--- config.mk ---
export PLATFORM = sky130hd
export DESIGN_NAME = regfile_bank_shadowed
export DESIGN_NICKNAME = d
export VERILOG_FILES = /design/src/rtl/regfile_bank_shadowed.sv
export SDC_FILE = /design/constraint.sdc
export NUM_CORES = 2
export LEC_CHECK = 0
export BUFFER_PORTS_ARGS = -buffer_cell sky130_fd_sc_hd__buf_4
export CORE_MARGIN = 2
export CORE_UTILIZATION = 45
export CTS_CLUSTER_DIAMETER = 50
export DETAILED_ROUTE_END_ITERATION = 12
export PLACE_DENSITY = 0.67
export SYNTH_ARGS = -nofsm -noshare
export SYNTH_HDL_FRONTEND = slang
export SYNTH_SLANG_ARGS = --single-unit
--- constraint.sdc ---
create_clock -name clk -period 7 [get_ports clk]
set_input_delay 0.35 -clock clk [delete_from_list [all_inputs] [get_ports clk]]
set_output_delay 0.35 -clock clk [all_outputs]
set_load 0.01 [all_outputs]
--- src/rtl/regfile_bank_shadowed.sv ---
// Shadowed configuration register bank behind a valid/ready register bus.
// Software writes the shadow copy; an accepted start command (while idle)
// copies every shadow word into the active copy seen by the datapath.
// Also provides live status reads, sticky W1C event flags with a masked
// interrupt, and self-clearing command pulses.
module regfile_bank_shadowed #(
    parameter int DATA_W        = 16,
    parameter int ADDR_W        = 8,
    parameter int NUM_CFG       = 32,
    parameter int NUM_STS       = 4,
    parameter int IRQ_MASK_ADDR = 'h7E,
    parameter int STICKY_ADDR   = 'h7F,
    parameter int CMD_ADDR      = 'h80
) (
    input  logic                        clk,
    input  logic                        rst_n,
    input  logic                        bus_valid,
    output logic                        bus_ready,
    input  logic                        bus_wr,
    input  logic [ADDR_W-1:0]           bus_addr,
    input  logic [DATA_W-1:0]           bus_wdata,
    output logic                        bus_rvalid,
    output logic [DATA_W-1:0]           bus_rdata,
    output logic                        bus_err,
    input  logic                        busy,
    input  logic [NUM_STS*DATA_W-1:0]   sts_in,
    input  logic [DATA_W-1:0]           hw_event,
    output logic [NUM_CFG*DATA_W-1:0]   cfg_active,
    output logic [DATA_W-1:0]           cmd_pulse,
    output logic [DATA_W-1:0]           sticky_out,
    output logic                        irq
);

    localparam int STS_BASE = 'h40;

    logic [DATA_W-1:0] shadow_reg [NUM_CFG];
    logic [DATA_W-1:0] active_reg [NUM_CFG];
    logic [DATA_W-1:0] mask_reg;
    logic [DATA_W-1:0] sticky_reg;
    logic [DATA_W-1:0] cmd_pulse_reg;
    logic [DATA_W-1:0] rdata_reg;
    logic              rvalid_reg;
    logic              err_reg;
    logic              irq_reg;

    // Address decode of the presented request
    logic accept;
    logic wr_acc;
    logic cfg_hit;
    logic sts_hit;
    logic mask_hit;
    logic sticky_hit;
    logic cmd_hit;
    logic commit;
    logic reject;

    // A new request can only be taken when no response is being presented
    assign bus_ready  = ~rvalid_reg;
    assign accept     = bus_valid & bus_ready;
    assign wr_acc     = accept & bus_wr;

    assign cfg_hit    = int'(bus_addr) < NUM_CFG;
    assign sts_hit    = (int'(bus_addr) >= STS_BASE) && (int'(bus_addr) < STS_BASE + NUM_STS);
    assign mask_hit   = int'(bus_addr) == IRQ_MASK_ADDR;
    assign sticky_hit = int'(bus_addr) == STICKY_ADDR;
    assign cmd_hit    = int'(bus_addr) == CMD_ADDR;

    // Start bit either commits the shadow (idle) or is rejected (running)
    assign commit     = wr_acc & cmd_hit & bus_wdata[0] & ~busy;
    assign reject     = wr_acc & cmd_hit & bus_wdata[0] & busy;

    assign bus_rvalid = rvalid_reg;
    assign bus_rdata  = rdata_reg;
    assign bus_err    = err_reg;
    assign cmd_pulse  = cmd_pulse_reg;
    assign sticky_out = sticky_reg;
    assign irq        = irq_reg;

    // Per-word shadow and active storage
    generate
        for (genvar gi = 0; gi < NUM_CFG; gi++) begin : g_cfg
            logic word_wr;
            assign word_wr = wr_acc && (int'(bus_addr) == gi);

            // Shadow takes bus writes; active takes the shadow on commit
            always_ff @(posedge clk or negedge rst_n) begin
                if (!rst_n) begin
                    shadow_reg[gi] <= '0;
                    active_reg[gi] <= '0;
                end else begin
                    if (word_wr) begin
                        shadow_reg[gi] <= bus_wdata;
                    end
                    if (commit) begin
                        active_reg[gi] <= shadow_reg[gi];
                    end
                end
            end

            assign cfg_active[gi*DATA_W +: DATA_W] = active_reg[gi];
        end
    endgenerate

    // Read data and error for the presented request
    logic [DATA_W-1:0] rd_next;
    logic              err_next;

    // Select the response word and classify the access as legal or not
    always_comb begin
        rd_next  = '0;
        err_next = 1'b0;
        if (cfg_hit) begin
            for (int i = 0; i < NUM_CFG; i++) begin
                if (int'(bus_addr) == i) begin
                    rd_next = shadow_reg[i];
                end
            end
        end else if (sts_hit) begin
            err_next = bus_wr;
            for (int i = 0; i < NUM_STS; i++) begin
                if (int'(bus_addr) == STS_BASE + i) begin
                    rd_next = sts_in[i*DATA_W +: DATA_W];
                end
            end
        end else if (mask_hit) begin
            rd_next = mask_reg;
        end else if (sticky_hit) begin
            rd_next = sticky_reg;
        end else if (cmd_hit) begin
            rd_next = '0;
        end else begin
            err_next = 1'b1;
        end
        if (bus_wr) begin
            rd_next = '0;
        end
    end

    // One-cycle response after each accepted request
    always_ff @(posedge clk or negedge rst_n) begin
        if (!rst_n) begin
            rvalid_reg <= 1'b0;
            rdata_reg  <= '0;
            err_reg    <= 1'b0;
        end else if (accept) begin
            rvalid_reg <= 1'b1;
            rdata_reg  <= rd_next;
            err_reg    <= err_next;
        end else begin
            rvalid_reg <= 1'b0;
            rdata_reg  <= '0;
            err_reg    <= 1'b0;
        end
    end

    // Command strobes last one cycle; a rejected start does not pulse
    always_ff @(posedge clk or negedge rst_n) begin
        if (!rst_n) begin
            cmd_pulse_reg <= '0;
        end else if (wr_acc && cmd_hit) begin
            cmd_pulse_reg <= {bus_wdata[DATA_W-1:1], bus_wdata[0] & ~busy};
        end else begin
            cmd_pulse_reg <= '0;
        end
    end

    // Interrupt mask register
    always_ff @(posedge clk or negedge rst_n) begin
        if (!rst_n) begin
            mask_reg <= '0;
        end else if (wr_acc && mask_hit) begin
            mask_reg <= bus_wdata;
        end
    end

    // Sticky flags: new events and start rejection win over a W1C clear
    logic [DATA_W-1:0] sticky_clr;
    logic [DATA_W-1:0] reject_vec;
    assign sticky_clr = (wr_acc && sticky_hit) ? bus_wdata : '0;
    assign reject_vec = {reject, {(DATA_W-1){1'b0}}};

    always_ff @(posedge clk or negedge rst_n) begin
        if (!rst_n) begin
            sticky_reg <= '0;
        end else begin
            sticky_reg <= (sticky_reg & ~sticky_clr) | hw_event | reject_vec;
        end
    end

    // Registered interrupt from the masked sticky flags
    always_ff @(posedge clk or negedge rst_n) begin
        if (!rst_n) begin
            irq_reg <= 1'b0;
        end else begin
            irq_reg <= |(sticky_reg & mask_reg);
        end
    end

endmodule

Word level (Yosys, flattened, before mapping)

Cells that the tools add are included.

$lt $le $gt $ge: 3
Eq/ne operators: 38
Muxes and demuxes: 51
Bitwise logic cells: 14
Reductions and logical operators: 38

Operators by type and width:

| operator                                                           | count |
|---|---|
| 2-to-1 mux 16 bit                                                  | 44 |
| == test 8 x 6 -> 1 bit (second input constant)                     | 16 |
| == test 8 x 5 -> 1 bit (second input constant)                     | 8 |
| == test 8 bit (second input constant)                              | 7 |
| logical AND 1 bit                                                  | 36 |
| bitwise AND 16 bit                                                 | 2 |
| == test 8 x 4 -> 1 bit (second input constant)                     | 4 |
| OR 16 bit                                                          | 2 |
| == test 8 x 3 -> 1 bit (second input constant)                     | 2 |
| inverter 16 bit                                                    | 1 |
| OR reduction 16 bit                                                | 1 |
| == test 8 x 2 -> 1 bit (second input constant)                     | 1 |
| greater-or-equal comparator 8 x 7 -> 1 bit (second input constant) | 1 |
| zero test 8 bit                                                    | 1 |
| < comparator 8 x 6 -> 1 bit (second input constant)                | 1 |
| < comparator 8 x 7 -> 1 bit (second input constant)                | 1 |
| bitwise AND 1 bit                                                  | 7 |
| 2-to-1 mux 1 bit                                                   | 7 |
| inverter 1 bit                                                     | 2 |

Bits in registers: 1091
Bits of input ports: 109
Word-level logic and storage cells: 215

Depth between registers and ports, before layout

Depth after elaboration: 36
Depth in mapped cells: 12

Worst setup path after synthesis

Ideal clock, no wire load.

Kind: input to register
Start point: input bus_addr[7]
End point: register shadow_reg[293] in the netlist's numbering
Setup time: 125 ps
Arrival: 2421 ps
Required time: 6875 ps
Path slack: 4455 ps
Stages: 10
Buffers on the path: 5
Path through: buf_6 -> or4_4 -> buf_6 -> buf_8 -> buf_6 -> nor2_4 -> nand2_1 -> nor2_2 -> buf_4 -> mux2_2

Word-level cells in the longest chain between the ends: 2

Ends and longest elaborated chain:

| item                           | line | RTL |
|---|---|---|
| start: declaration             | 20   | `input logic [ADDR_W-1:0] bus_addr,` |
| == test 8 x 5 -> 1 bit         | 83   | `assign word_wr = wr_acc && (int'(bus_addr) == gi);` |
| logical AND 1 bit              | 83   |  |
| end signal: indexed assignment | 92   | `shadow_reg[gi] <= bus_wdata;` |
| end: declaration               | 36   | `logic [DATA_W-1:0] shadow_reg [NUM_CFG];` |

No other way between the ends.
A chain may end at the register's enable or synchronous reset.

Final worst setup path

Start point: register rvalid_reg (netlist: bus_rvalid)
End point: register active_reg (netlist bit cfg_active[114])

Word-level cells in the longest chain between the ends: 6

Ends and longest elaborated chain:

| item                            | line | RTL |
|---|---|---|
| start: declaration              | 42   | `logic rvalid_reg;` |
| start signal: assignment        | 142  | `rvalid_reg <= 1'b0;` |
| start signal: assignment        | 146  | `rvalid_reg <= 1'b1;` |
| start signal: assignment        | 150  | `rvalid_reg <= 1'b0;` |
| inverter 1 bit                  | 58   | `assign bus_ready = ~rvalid_reg;` |
| bitwise AND 1 bit               | 59   | `assign accept = bus_valid & bus_ready;` |
| bitwise AND 1 bit               | 60   | `assign wr_acc = accept & bus_wr;` |
| bitwise AND 1 bit (3 in series) | 69   | `assign commit = wr_acc & cmd_hit & bus_wdata[0] & ~busy;` |
| end signal: indexed assignment  | 95   | `active_reg[gi] <= shadow_reg[gi];` |
| end: declaration                | 37   | `logic [DATA_W-1:0] active_reg [NUM_CFG];` |

No other way between the ends.

==> impl_metrics.yaml <==
routing:
  wl_per_cell_um: 33.4
  viasPerCell: 6.20
  dr.pass1.iters: 7
  via_count: 33700
  drt_wl_total_um: 182000
  remaining_drc_errors: 0
  first_iter_violations: 4570
  ant_nets: 0
pwr:
  ir_drop_mv: 0.160
  power_density_mw_per_mm2: 243
  p_leak_nw: 29.6
placement:
  postPlaceCellArea_mm2: 0.0529
  place_inst: 5180
  place_ws_ps: 2700
  io_buffer_count: 672
  hpwl_um: 125000
  gp_congestion: 0.954
finish:
  stdcell_area_mm2: 0.0574
  fin_cells: 5437
  area_delta_synth_final_pct: 22.4
  post-route-util_pct: 55.5
  layout.nets: 4062
  drive_above_1_share_pct: 39.8
global_routing:
  antenna_found_initial: 7
  first_global_vias: 32900
  grt_max_degree: 186
  grt-ovfl-total: 0
  grt_pass1_wl_um: 254000
  grt_usage_pct: 33.4
clocking:
  clk_pin_slew_ps: 60
  cts_inserted_buffers: 133
  root_buffer: "clkbuf_16"
  cts_tree: "done"
  cts_sinks: 1091
  cts_buffer_depth: 3
  cts_max_level: 4
  clk-insertion-delay-late_ps: 750
  cts_resized: 0
worst_setup_path:
  r2r-end: "cfg_active[114]"
  worstPathArrival_ps: 4700
  r2r_slack_ps: 2930
  required_ps: 7630
  r2r-start: "bus_rvalid"
  r2r_cells: 9
  cp_max_fo: 144
  crit_type: "flop to flop"
  cp-end-kind: "flop"
  cp-start-kind: "flop"
synth:
  syn_inst: 3316
  synth_warnings: 0
  synthFlopType: "dfrtp_1"
  syn_area_mm2: 0.0469
  syn_nets: 3425
  ys_async_sr_fraction_pct: 100
  ys_seq_elements: 1091
  synth_area_per_cell_um2: 14.2
  synth-edff-count: 0
  seq_area_frac_synth_pct: 58.2
  synth.distinct_cells: 82
floorplanning:
  die_area_mm2: 0.107
  die_w_um: 327
  io_pins: 673
  dieHeight_um: 327
  rows: 118
  initial_core_util_pct: 45.4
  core_area_mm2: 0.103
timing:
  worst_slack_ps: 2930
  fin_crit_ps: 4070
  finalClockSkew_ps: 27.7
  period_share_pct: 58.2
  rsz0062_at_grt: "false"
  slew_headroom_pct: 7.34
  hold_violations: 0
  max_freq_mhz: 246
  worstMarginPinSlew_ps: 1390
  finalSetupViolCount: 0
  fin_tns_setup_ps: 0
  slew_violations: 0
hold_path:
  hold_end: "bus_err"
  min_from: "bus_wr"
  hold_depth: 3
  worstHoldPathType: "input pin to flop"
outcome:
  status: "finished clean"
flow_run:
  drv_cap: 0
-- worst max-delay path: stages (launching register included) --
cell and delay, ps:
dfrtp_1 390, nor2b_1 640, nand2_1 120, buf_4 300, nor3_2 200, and4b_1 750
nand2_1 130, or2_4 400, buf_12 280, mux2_1 500
-- power by group --
group,switching (mW),internal [mW]
Clock,2.83,4.03
Combinational,0.456,0.175
Sequential,0.0786,6.37
Total,3.36,10.6
-- kinds of logic (layout without fill, tap and decap cells) --
kind of cell | Yosys count | after routing | synth area share (%)
other cells | 0 | 4 | 0
mux | 1114 | 1114 | 27.2
simple gates | 388 | 388 | 4.42
buf+inv | 259 | 996 | 3.24
compound gates | 464 | 464 | 6.97
flops | 1091 | 1091 | 58.2
-- worst max path at each step --
stage / from / endpoint / slack [ps] / cells after the start
2_1_floorplan: bus_addr[7] / shadow_reg[293] / 4450 / 10
5_1_grt: bus_rvalid / cfg_active[192] / 2780 / 9
4_1_cts: bus_rvalid / cfg_active[160] / 3060 / 9
3_3_place_gp: bus_addr[2] / bus_rdata[5] / 2840 / 9
3_5_place_dp: bus_addr[2] / bus_rdata[5] / 2700 / 9
6_report: bus_rvalid / cfg_active[114] / 2930 / 9
-- timing repair --
item                                   4_1_cts  5_1_grt
hold buffers                                18        0
endpoints found under the hold margin      132        0
setup buffers                                0        0
-- cell usage in the layout (no fill, tap or decap), drive strengths merged, types with 40 or more instances in the layout --
master / netlist / layout
a21oi: 94 / 94
nand3: 51 / 51
o21ai: 76 / 76
dfrtp: 1091 / 1091
clkinv: 0 / 40
clkbuf: 110 / 172
mux2: 1062 / 1062
a221oi: 44 / 44
nand2: 119 / 119
buf: 141 / 735
nor2: 86 / 86
-- final cells by class --
cell class                 count  area [um^2]
antenna                        4         10.0
inverter                       8         30.0
fill                        8683        46100
clock buffer                 172         3710
multi-input combinational   1966        18200
timing repair buffer         753         5850
tap                         1380         1730
clock inverter                63          652
sequential                  1091        27300
-- synth_stat cells, types with 5 or more instances --
library cell	number	area, um^2
o21ai_0	73	365
a2111oi_0	7	61.3
and2_1	18	113
buf_2	70	350
nand2b_1	6	37.5
inv_1	8	30.0
buf_6	57	642
a22o_1	11	96.3
nor3_4	6	97.6
o22a_1	5	43.8
buf_4	6	45.0
nor2_2	6	37.5
a22oi_1	26	195
mux4_2	23	518
nand3_1	51	255
a222oi_1	7	70.1
a31oi_1	20	125
nor3_2	13	130
o211ai_1	10	75.1
nor3_1	20	100
mux2i_1	29	290
a221o_1	15	150
a211o_1	6	52.6
nand2_1	117	439
mux2_2	583	6570
nand4_1	14	87.6
o32a_1	5	50.1
nor4_1	9	56.3
o2bb2ai_1	7	61.3
buf_1	7	26.3
nor2b_1	16	100
nor2_1	76	285
o22ai_1	30	188
o21a_1	8	60.1
o31ai_1	8	60.1
a221oi_1	44	385
dfrtp_1	1091	27300
a211oi_1	12	90.1
a21o_1	21	158
a21oi_1	94	470
mux2_1	479	5390
o221ai_1	15	131
a32o_1	5	50.1
clkbuf_1	110	413
-- layer usage --
metal,track usage [%],wire length (um),vias to the layer above
li1,-,-,13500
met5,0,55,-
met3,10.7,20400,429
met4,13.3,8310,8
met2,49.5,80300,2044
met1,45.7,72600,17700
-- per-stage QoR --
step	power, mW	hold slack (ps)
finish	13.9	80.9
global placement	7.17	477
global route	14.3	65.7
detailed placement	7.18	482
floorplan	6.76	54.4
CTS	14.0	42.1
No activity file was read; power rests on OpenSTA's default activity.
